===== config.mk =====
export PLATFORM = sky130hd
export DESIGN_NAME = match_controller
export DESIGN_NICKNAME = d
export VERILOG_FILES = /design/src/rtl/match_controller.sv
export SDC_FILE = /design/constraint.sdc
export NUM_CORES = 1
export LEC_CHECK = 0
export CORE_ASPECT_RATIO = 0.7
export CORE_UTILIZATION = 35
export DETAILED_ROUTE_END_ITERATION = 6
export PLACE_DENSITY_LB_ADDON = 0.08
export SYNTH_ARGS = -nofsm -noshare
export SYNTH_HDL_FRONTEND = slang
export SYNTH_SLANG_ARGS = --single-unit

===== constraint.sdc =====
create_clock -name clk -period 5.1 [get_ports clk]
set_input_delay 0.765 -clock clk [delete_from_list [all_inputs] [get_ports clk]]
set_output_delay 0.765 -clock clk [all_outputs]
set_load 0.02 [all_outputs]

===== src/rtl/match_controller.sv =====
// Match sequencer for the volleyball game: frame tick generation, physics gating,
// scoring, win-target selection, serve alternation, pause and win-by-two handling.
module match_controller #(
  parameter int unsigned CLK_HZ       = 100_000_000,
  parameter int unsigned FRAME_HZ     = 60,
  parameter int unsigned SCORE_W      = 4,
  parameter int unsigned N_MODES      = 4,
  parameter int unsigned WIN_BASE     = 3,
  parameter int unsigned WIN_STEP     = 2,
  parameter int unsigned WIN_BY_TWO   = 1,
  parameter int unsigned SERVE_FRAMES = 30,
  parameter int unsigned POINT_FRAMES = 60,
  localparam int unsigned MODE_W      = (N_MODES > 1) ? $clog2(N_MODES) : 1
) (
  input  logic               clk,
  input  logic               reset,
  input  logic               btn_up,
  input  logic               btn_down,
  input  logic               start_pulse,
  input  logic               pause_pulse,
  input  logic               rally_over,
  input  logic [1:0]         rally_winner,
  output logic [2:0]         state,
  output logic               frame_tick,
  output logic               physic_en,
  output logic               load_serve,
  output logic               serve_side,
  output logic [MODE_W-1:0]  mode,
  output logic [SCORE_W-1:0] win_score,
  output logic [SCORE_W-1:0] p1_score,
  output logic [SCORE_W-1:0] p2_score,
  output logic [1:0]         match_winner
);

  localparam int unsigned FRAME_DIV = CLK_HZ / FRAME_HZ;
  localparam int unsigned CNT_W     = (FRAME_DIV > 1) ? $clog2(FRAME_DIV) : 1;
  localparam int unsigned MAX_SCORE = (1 << SCORE_W) - 1;
  localparam int unsigned CD_MAX    = (SERVE_FRAMES > POINT_FRAMES) ? SERVE_FRAMES : POINT_FRAMES;
  localparam int unsigned CD_W      = (CD_MAX > 1) ? $clog2(CD_MAX + 1) : 1;
  localparam int unsigned SC_W      = SCORE_W + 1;

  localparam logic [2:0] ST_SETUP  = 3'd0;
  localparam logic [2:0] ST_SERVE  = 3'd1;
  localparam logic [2:0] ST_PLAY   = 3'd2;
  localparam logic [2:0] ST_PAUSED = 3'd3;
  localparam logic [2:0] ST_POINT  = 3'd4;
  localparam logic [2:0] ST_OVER   = 3'd5;

  // Win target for a mode, clipped to the largest representable score.
  function automatic logic [SCORE_W-1:0] win_of(input logic [MODE_W-1:0] m);
    int unsigned t;
    t = WIN_BASE + 32'(m) * WIN_STEP;
    if (t > MAX_SCORE) t = MAX_SCORE;
    return SCORE_W'(t);
  endfunction

  logic [CNT_W-1:0]   cnt_q, cnt_d;
  logic [CD_W-1:0]    cd_q, cd_d;
  logic               eval_q, eval_d;
  logic [2:0]         state_d;
  logic [MODE_W-1:0]  mode_d;
  logic [SCORE_W-1:0] p1_d, p2_d;
  logic               serve_d;
  logic [1:0]         winner_d;
  logic               load_serve_d;
  logic               tick_d;
  logic               p1_wins, p2_wins;
  logic               valid_rally;

  // Physics only advances on frame ticks while the rally is live.
  assign physic_en = frame_tick && (state == ST_PLAY);

  // Free-running frame divider; tick is registered so it lines up with cnt == FRAME_DIV-1.
  always_comb begin
    cnt_d  = (cnt_q == CNT_W'(FRAME_DIV - 1)) ? '0 : cnt_q + CNT_W'(1);
    tick_d = (cnt_d == CNT_W'(FRAME_DIV - 1));
  end

  // Match-end check: target reached plus lead of two, unless lead rule disabled or score saturated.
  always_comb begin
    p1_wins = (p1_score >= win_score) &&
              ((WIN_BY_TWO == 0) ||
               ({1'b0, p1_score} >= {1'b0, p2_score} + SC_W'(2)) ||
               (p1_score == SCORE_W'(MAX_SCORE)));
    p2_wins = (p2_score >= win_score) &&
              ((WIN_BY_TWO == 0) ||
               ({1'b0, p2_score} >= {1'b0, p1_score} + SC_W'(2)) ||
               (p2_score == SCORE_W'(MAX_SCORE)));
    valid_rally = rally_over && ((rally_winner == 2'd1) || (rally_winner == 2'd2));
  end

  // Next-state and next-output logic for the match sequencer.
  always_comb begin
    state_d  = state;
    mode_d   = mode;
    p1_d     = p1_score;
    p2_d     = p2_score;
    serve_d  = serve_side;
    winner_d = match_winner;
    cd_d     = cd_q;
    eval_d   = 1'b0;

    case (state)
      ST_SETUP: begin
        if (btn_up && !btn_down && (mode != MODE_W'(N_MODES - 1))) begin
          mode_d = mode + MODE_W'(1);
        end else if (btn_down && !btn_up && (mode != '0)) begin
          mode_d = mode - MODE_W'(1);
        end
        if (start_pulse) begin
          state_d  = ST_SERVE;
          p1_d     = '0;
          p2_d     = '0;
          serve_d  = 1'b0;
          winner_d = 2'd0;
          cd_d     = CD_W'(SERVE_FRAMES);
        end
      end
      ST_SERVE: begin
        if (frame_tick) begin
          if (cd_q <= CD_W'(1)) state_d = ST_PLAY;
          else                  cd_d    = cd_q - CD_W'(1);
        end
      end
      ST_PLAY: begin
        // A grounded ball takes priority over a simultaneous pause request.
        if (valid_rally) begin
          state_d = ST_POINT;
          eval_d  = 1'b1;
          cd_d    = CD_W'(POINT_FRAMES);
          if (rally_winner == 2'd1) begin
            if (p1_score != SCORE_W'(MAX_SCORE)) p1_d = p1_score + SCORE_W'(1);
            serve_d = 1'b0;
          end else begin
            if (p2_score != SCORE_W'(MAX_SCORE)) p2_d = p2_score + SCORE_W'(1);
            serve_d = 1'b1;
          end
        end else if (pause_pulse) begin
          state_d = ST_PAUSED;
        end
      end
      ST_PAUSED: begin
        if (pause_pulse) state_d = ST_PLAY;
      end
      ST_POINT: begin
        // First POINT cycle sees the updated score and decides whether the match is over.
        if (eval_q) begin
          if (p1_wins) begin
            state_d  = ST_OVER;
            winner_d = 2'd1;
          end else if (p2_wins) begin
            state_d  = ST_OVER;
            winner_d = 2'd2;
          end
        end else if (frame_tick) begin
          if (cd_q <= CD_W'(1)) begin
            state_d = ST_SERVE;
            cd_d    = CD_W'(SERVE_FRAMES);
          end else begin
            cd_d = cd_q - CD_W'(1);
          end
        end
      end
      ST_OVER: begin
        if (start_pulse) state_d = ST_SETUP;
      end
      default: state_d = ST_SETUP;
    endcase

    load_serve_d = (state_d == ST_SERVE) && (state != ST_SERVE);
  end

  // State and registered outputs; synchronous reset abandons the match in one cycle.
  always_ff @(posedge clk) begin
    if (reset) begin
      state        <= ST_SETUP;
      mode         <= '0;
      win_score    <= win_of('0);
      p1_score     <= '0;
      p2_score     <= '0;
      serve_side   <= 1'b0;
      match_winner <= 2'd0;
      load_serve   <= 1'b0;
      frame_tick   <= 1'b0;
      cnt_q        <= '0;
      cd_q         <= '0;
      eval_q       <= 1'b0;
    end else begin
      state        <= state_d;
      mode         <= mode_d;
      win_score    <= win_of(mode_d);
      p1_score     <= p1_d;
      p2_score     <= p2_d;
      serve_side   <= serve_d;
      match_winner <= winner_d;
      load_serve   <= load_serve_d;
      frame_tick   <= tick_d;
      cnt_q        <= cnt_d;
      cd_q         <= cd_d;
      eval_q       <= eval_d;
    end
  end

endmodule

* Yosys cells after proc, flatten, opt, wreduce, memory -nomap -nowiden
Index checks and enable logic that the tools add are counted.
Storage, ports and cells: flip-flop bits (word level) 50, output and inout bits 23, logic and storage cells 128
Cells by class: add/subtract/negate cells 9, magnitude comparators 6, equal/unequal tests 28, multiplexer cells 45, bitwise gates (word level) 1, reductions and logical operators 26
Operators by type and width (count):
- 21-bit equality test, second input constant | 2
- 6-bit 2-to-1 mux | 7
- 3-bit 2-to-1 mux | 12
- 4-bit 2-to-1 mux | 8
- 6-bit one-hot mux with 4 select lines | 1
- 21-bit by 1-bit adder with 21-bit output, second input constant | 1
- 21-bit 2-to-1 mux | 1
- 2-bit inequality test, second input constant | 9
- 3-bit one-hot mux with 6 select lines | 1
- 4-bit one-hot mux with 2 select lines | 2
- 2-bit 2-to-1 mux | 7
- 4-bit by 2-bit adder with 5-bit output, second input constant | 2
- 4-bit by 5-bit >= comparator with 1-bit output | 2
- 5-bit AND reduction | 2
- 1-bit logical AND | 9
- 4-bit by 1-bit adder with 4-bit output, second input constant | 2
- 4-bit equality test, second input constant | 2
- 4-bit >= comparator | 2
- 4-bit inequality test, second input constant | 2
- 7-bit AND reduction | 1
- 3-bit by 1-bit equality test with 1-bit output, second input constant | 2
- 3-bit by 2-bit equality test with 1-bit output, second input constant | 2
- 3-bit equality test, second input constant | 2
- 6-bit by 1-bit <= comparator with 1-bit output, second input constant | 1
- other kinds (22) | 33

* Depth between registers and ports, before layout
word-level depth 10, depth in mapped cells 9

* Worst setup path after synthesis
OpenSTA, ideal clock, no wires.
path kind register to register, start register p2_score[2], end register match_winner[0], library setup time 0.092 ns, arrival time 2.105 ns, slack 2.902 ns, stages on the path, launching flop included 10, path buffers 0, clock period less this slack 2.198 ns, path through dfxtp_1 > ha_1 > inv_1 > ha_1 > a21o_1 > a31oi_1 > o211ai_1 > o2bb2ai_1 > o221a_2 > o32ai_1
On the way: longest elaborated chain between the ends 7, elaborated cells between the ends (all ways) 14
Ends and longest elaborated chain:
- from (decl) | line 31 | output logic [SCORE_W-1:0] p2_score,
- from (signal assigned) | line 193 | p2_score <= p2_d;
- 4-bit by 2-bit adder with 5-bit output | line 83 | ({1'b0, p1_score} >= {1'b0, p2_score} + SC_W'(2)) ||
- 4-bit by 5-bit >= comparator with 1-bit output | line 83
- 1-bit logical OR | line 83
- 1-bit logical AND | line 81 | p1_wins = (p1_score >= win_score) &&
- 2-bit 2-to-1 mux | line 148 | if (p1_wins) begin
- 2-bit 2-to-1 mux | line 147 | if (eval_q) begin
- 2-bit one-hot mux with 2 select lines | line 103 | case (state)
- to (signal assigned) | line 195 | match_winner <= winner_d;
- to (decl) | line 32 | output logic [1:0] match_winner
Several ways; a longest one is shown, not always the timed one. The select of a mux whose other input is x is not followed. A chain may end at the register's enable or synchronous reset.

* Worst setup path after layout
start register state[1], end output port physic_en
On the way: longest elaborated chain between the ends 2
Ends and longest elaborated chain:
- from (decl) | line 23 | output logic [2:0] state,
- from (signal assigned) | line 189 | state <= state_d;
- 3-bit by 2-bit equality test with 1-bit output | line 71 | assign physic_en = frame_tick && (state == ST_PLAY);
- 1-bit logical AND | line 71
- to (decl) | line 25 | output logic physic_en,
Every way passes these cells.

==> flow_summary.yaml <==
route:
  via_count: 2822
  drtIter0Drc: 169
  wire_per_inst_um: 14.28
  remaining_drc_errors: 0
  viasPerCell: 5.140
  antenna_left: 0
  first_pass_iters: 4
  drt-total-wl_um: 7839
flow_run:
  drv_cap: 0
yosys:
  synth_common_cells: "54 x nor2_1, 49 x dfxtp_1, 29 x nand2_1, 26 x a21oi_1, 25 x ha_1"
  synthArstFlopShare_pct: 0
  synth_compound_area_share_pct: 14.38
  ys_warn_count: 0
  syn_area_per_cell_um2: 7.997
  synth_fp_nets: 443
  synth-edff-count: 0
  synth_xor_area_share_pct: 6.427
  synthSimpleGateAreaFrac_pct: 31.75
  yosysSeqAreaShare_pct: 29.99
  synth_fa_ha_area_share_pct: 9.564
  yosys.area.top_type: "dfxtp_1"
  muxShareOfSynthArea_pct: 1.530
  synth_area_um2: 3271
  synth_top_family_by_area: "simple AND/OR/NAND/NOR gates"
  synth_area_leaders: "dfxtp_1 30%, ha_1 9.6%, nor2_1 6.2%"
  syn_inst: 409
  yosysMostFrequentCell: "nor2_1"
  ys_ff_latch: 49
  synth_cell_types: 65
  synthFlopType: "dfxtp_1"
  synth_top_area_share_pct: 29.99
worst_setup_path:
  cp_max_fo: 19
  end_kind: "primary output"
  path_class: "reg2out"
  startpoint_type: "flip-flop"
  crit_arrival_ns: 2.10
  required_ns: 4.34
cts:
  clockRootBuffer: "clkbuf_16"
  cts_tree: "yes"
  htree_levels: 2
  cts_max_path_buffers: 2
  postCtsHoldBufs: 0
  cts_buffers: 5
  insertion_delay_ns: 0.29
  cts.clk_slew.worst_paths_ns: 0.06
  cts.sinks: 49
  cts_setup_buffers: 0
  cts_resized: 0
power:
  powerDensity_nw_per_um2: 240.0
  peakVddDrop_uv: 129.0
  p_switching_w: 0.0002425
  internal-power_w: 0.0006579
  power_frac_seq_pct: 46.2
  sw_frac_of_total_pct: 26.93
  pwr-share-comb_pct: 16.7
  p_leak_nw: 1.372
  clockPowerShare_pct: 37.1
global_route:
  grt-ovfl-total: 0
  grt_pass1_wl_um: 13540
  grt_start_max_net_pins: 30
  grt_pass1_vias: 2625
  grtUsageTotal_pct: 17.26
  antenna_found_initial: 0
cells_and_area:
  nFillCells: 946
  final_cell_area_um2: 3751
  fin_nets: 459
  multiInputGateArea_um2: 2086
  drive_gt1_share_pct: 4.706
  syn_to_final_growth_pct: 14.69
  diodes: 0
  seqCellArea_um2: 980.9
timing:
  timing.final.crit_share_pct: 56.26
  maxSlewViolCount: 0
  max_slew_margin_pct: 42.09
  tns_ns: 0
  finClkSkew_ns: 0.007253
  setup_violations: 0
  fmax_ghz: 0.3485
  final-hold-violation-count: 0
  max_slew.worst_pin.slew_ns: 0.8687
  period_minus_slack_ns: 2.870
  rsz0062_at_grt: "false"
worst_hold_path:
  hp-class: "reg2reg"
place:
  portBuffers: 30
  dp_hpwl_um: 5869
  placed_cell_area_um2: 3608
  place_congestion: 0.7651
die:
  rows: 29
  ios: 32
  dieWidth_um: 117.5
  core-area_um2: 9071
  fp.dieArea_um2: 9742
  initial_core_util_pct: 36.06
  die_h_um: 82.88
run_status:
  status: "completed"
[layer usage]
metal | vias up | track usage (%) | part of all wire, %
met1 | 1322 | 27.35 | 58
met5 | - | 0 | 0
met2 | 30 | 22.92 | 37
met3 | 8 | 3.434 | 3.2
li1 | 1462 | - | -
met4 | 0 | 4.545 | 1.1
[layout make-up]
| cell class | instances | share of cell area [%] |
|---|---|---|
| clock buffers | 7 | 3.803 |
| inverters | 21 | 2.101 |
| multi-input cells | 317 | 55.60 |
| flip-flops and latches | 49 | 26.15 |
| well taps | 124 | 4.136 |
| repair buffers | 31 | 8.205 |
[placed cells by master, fill, tap and decap left out, types with 13 or more instances in the layout]
master	synthesis	layout
nor2_1	54	54
xor2_1	14	14
dfxtp_1	49	49
a21oi_1	26	26
ha_1	25	25
inv_1	21	21
clkdlybuf4s50_1	0	30
nand2_1	29	29
nand2b_1	15	15
nand3_1	17	17
o21ai_0	13	13
[per-stage QoR]
| step | hold slack [ns] | total power [W] | utilization [%] | std cells | setup slack (ns) |
|---|---|---|---|---|---|
| floorplan | 0.4450 | 0.0005253 | - | 409 | 2.902 |
| global placement | 0.4651 | 0.0005739 | 39.78 | 542 | 2.089 |
| detailed placement | 0.4771 | 0.0005766 | 39.78 | 542 | 2.010 |
| CTS | 0.4856 | 0.0009176 | 41.35 | 549 | 2.220 |
| global route | 0.5042 | 0.0009512 | 41.35 | 549 | 2.009 |
| finish | 0.4840 | 0.0009004 | 41.35 | 549 | 2.230 |
[worst paths after layout]
kind / start / endpoint / slack, ns / depth (start not counted)
setup / recovery: state[1] / physic_en / 2.23 / 3
hold / removal: cd_q[1] / cd_q[1] / 0.48 / 2
setup reg to reg: cd_q[0] / cd_q[3] / 2.56 / 8
hold reg to reg: cd_q[1] / cd_q[1] / 0.48 / 2
[logic make-up (layout without fill, tap and decap cells)]
group	after synthesis	in the layout
buffers and inverters	43	59
AO/OA/AOI/OAI	72	72
AND/OR/NAND/NOR	190	190
adder cells (fa/ha/maj)	25	25
multiplexers	5	5
XOR/XNOR	24	24
flip-flops	49	49
other	1	1
[power by group through the flow]
stage                     sequential, W  clock [W]  combinational [W]
final                          0.000416   0.000334           0.000150
after global routing           0.000418   0.000364           0.000169
after CTS                      0.000416   0.000349           0.000152
after detailed placement       0.000425          0           0.000151
after global placement         0.000425          0           0.000149
after floorplan                0.000431          0          0.0000944
[flip-flops by register name, summed over array words and instances (netlist names)]
signal,cells
cd_q,6
cnt_q,21
eval_q,1
frame_tick,1
load_serve,1
match_winner,2
mode,2
p1_score,4
p2_score,4
serve_side,1
state,3
win_score,3
[worst max-delay path, stage by stage, from the launching register on]
cell and delay (ns):
dfxtp_1 0.69, nand2_1 0.25, nor2_1 0.24, clkdlybuf4s50_1 0.65
Power figures use the tool's default switching activity.
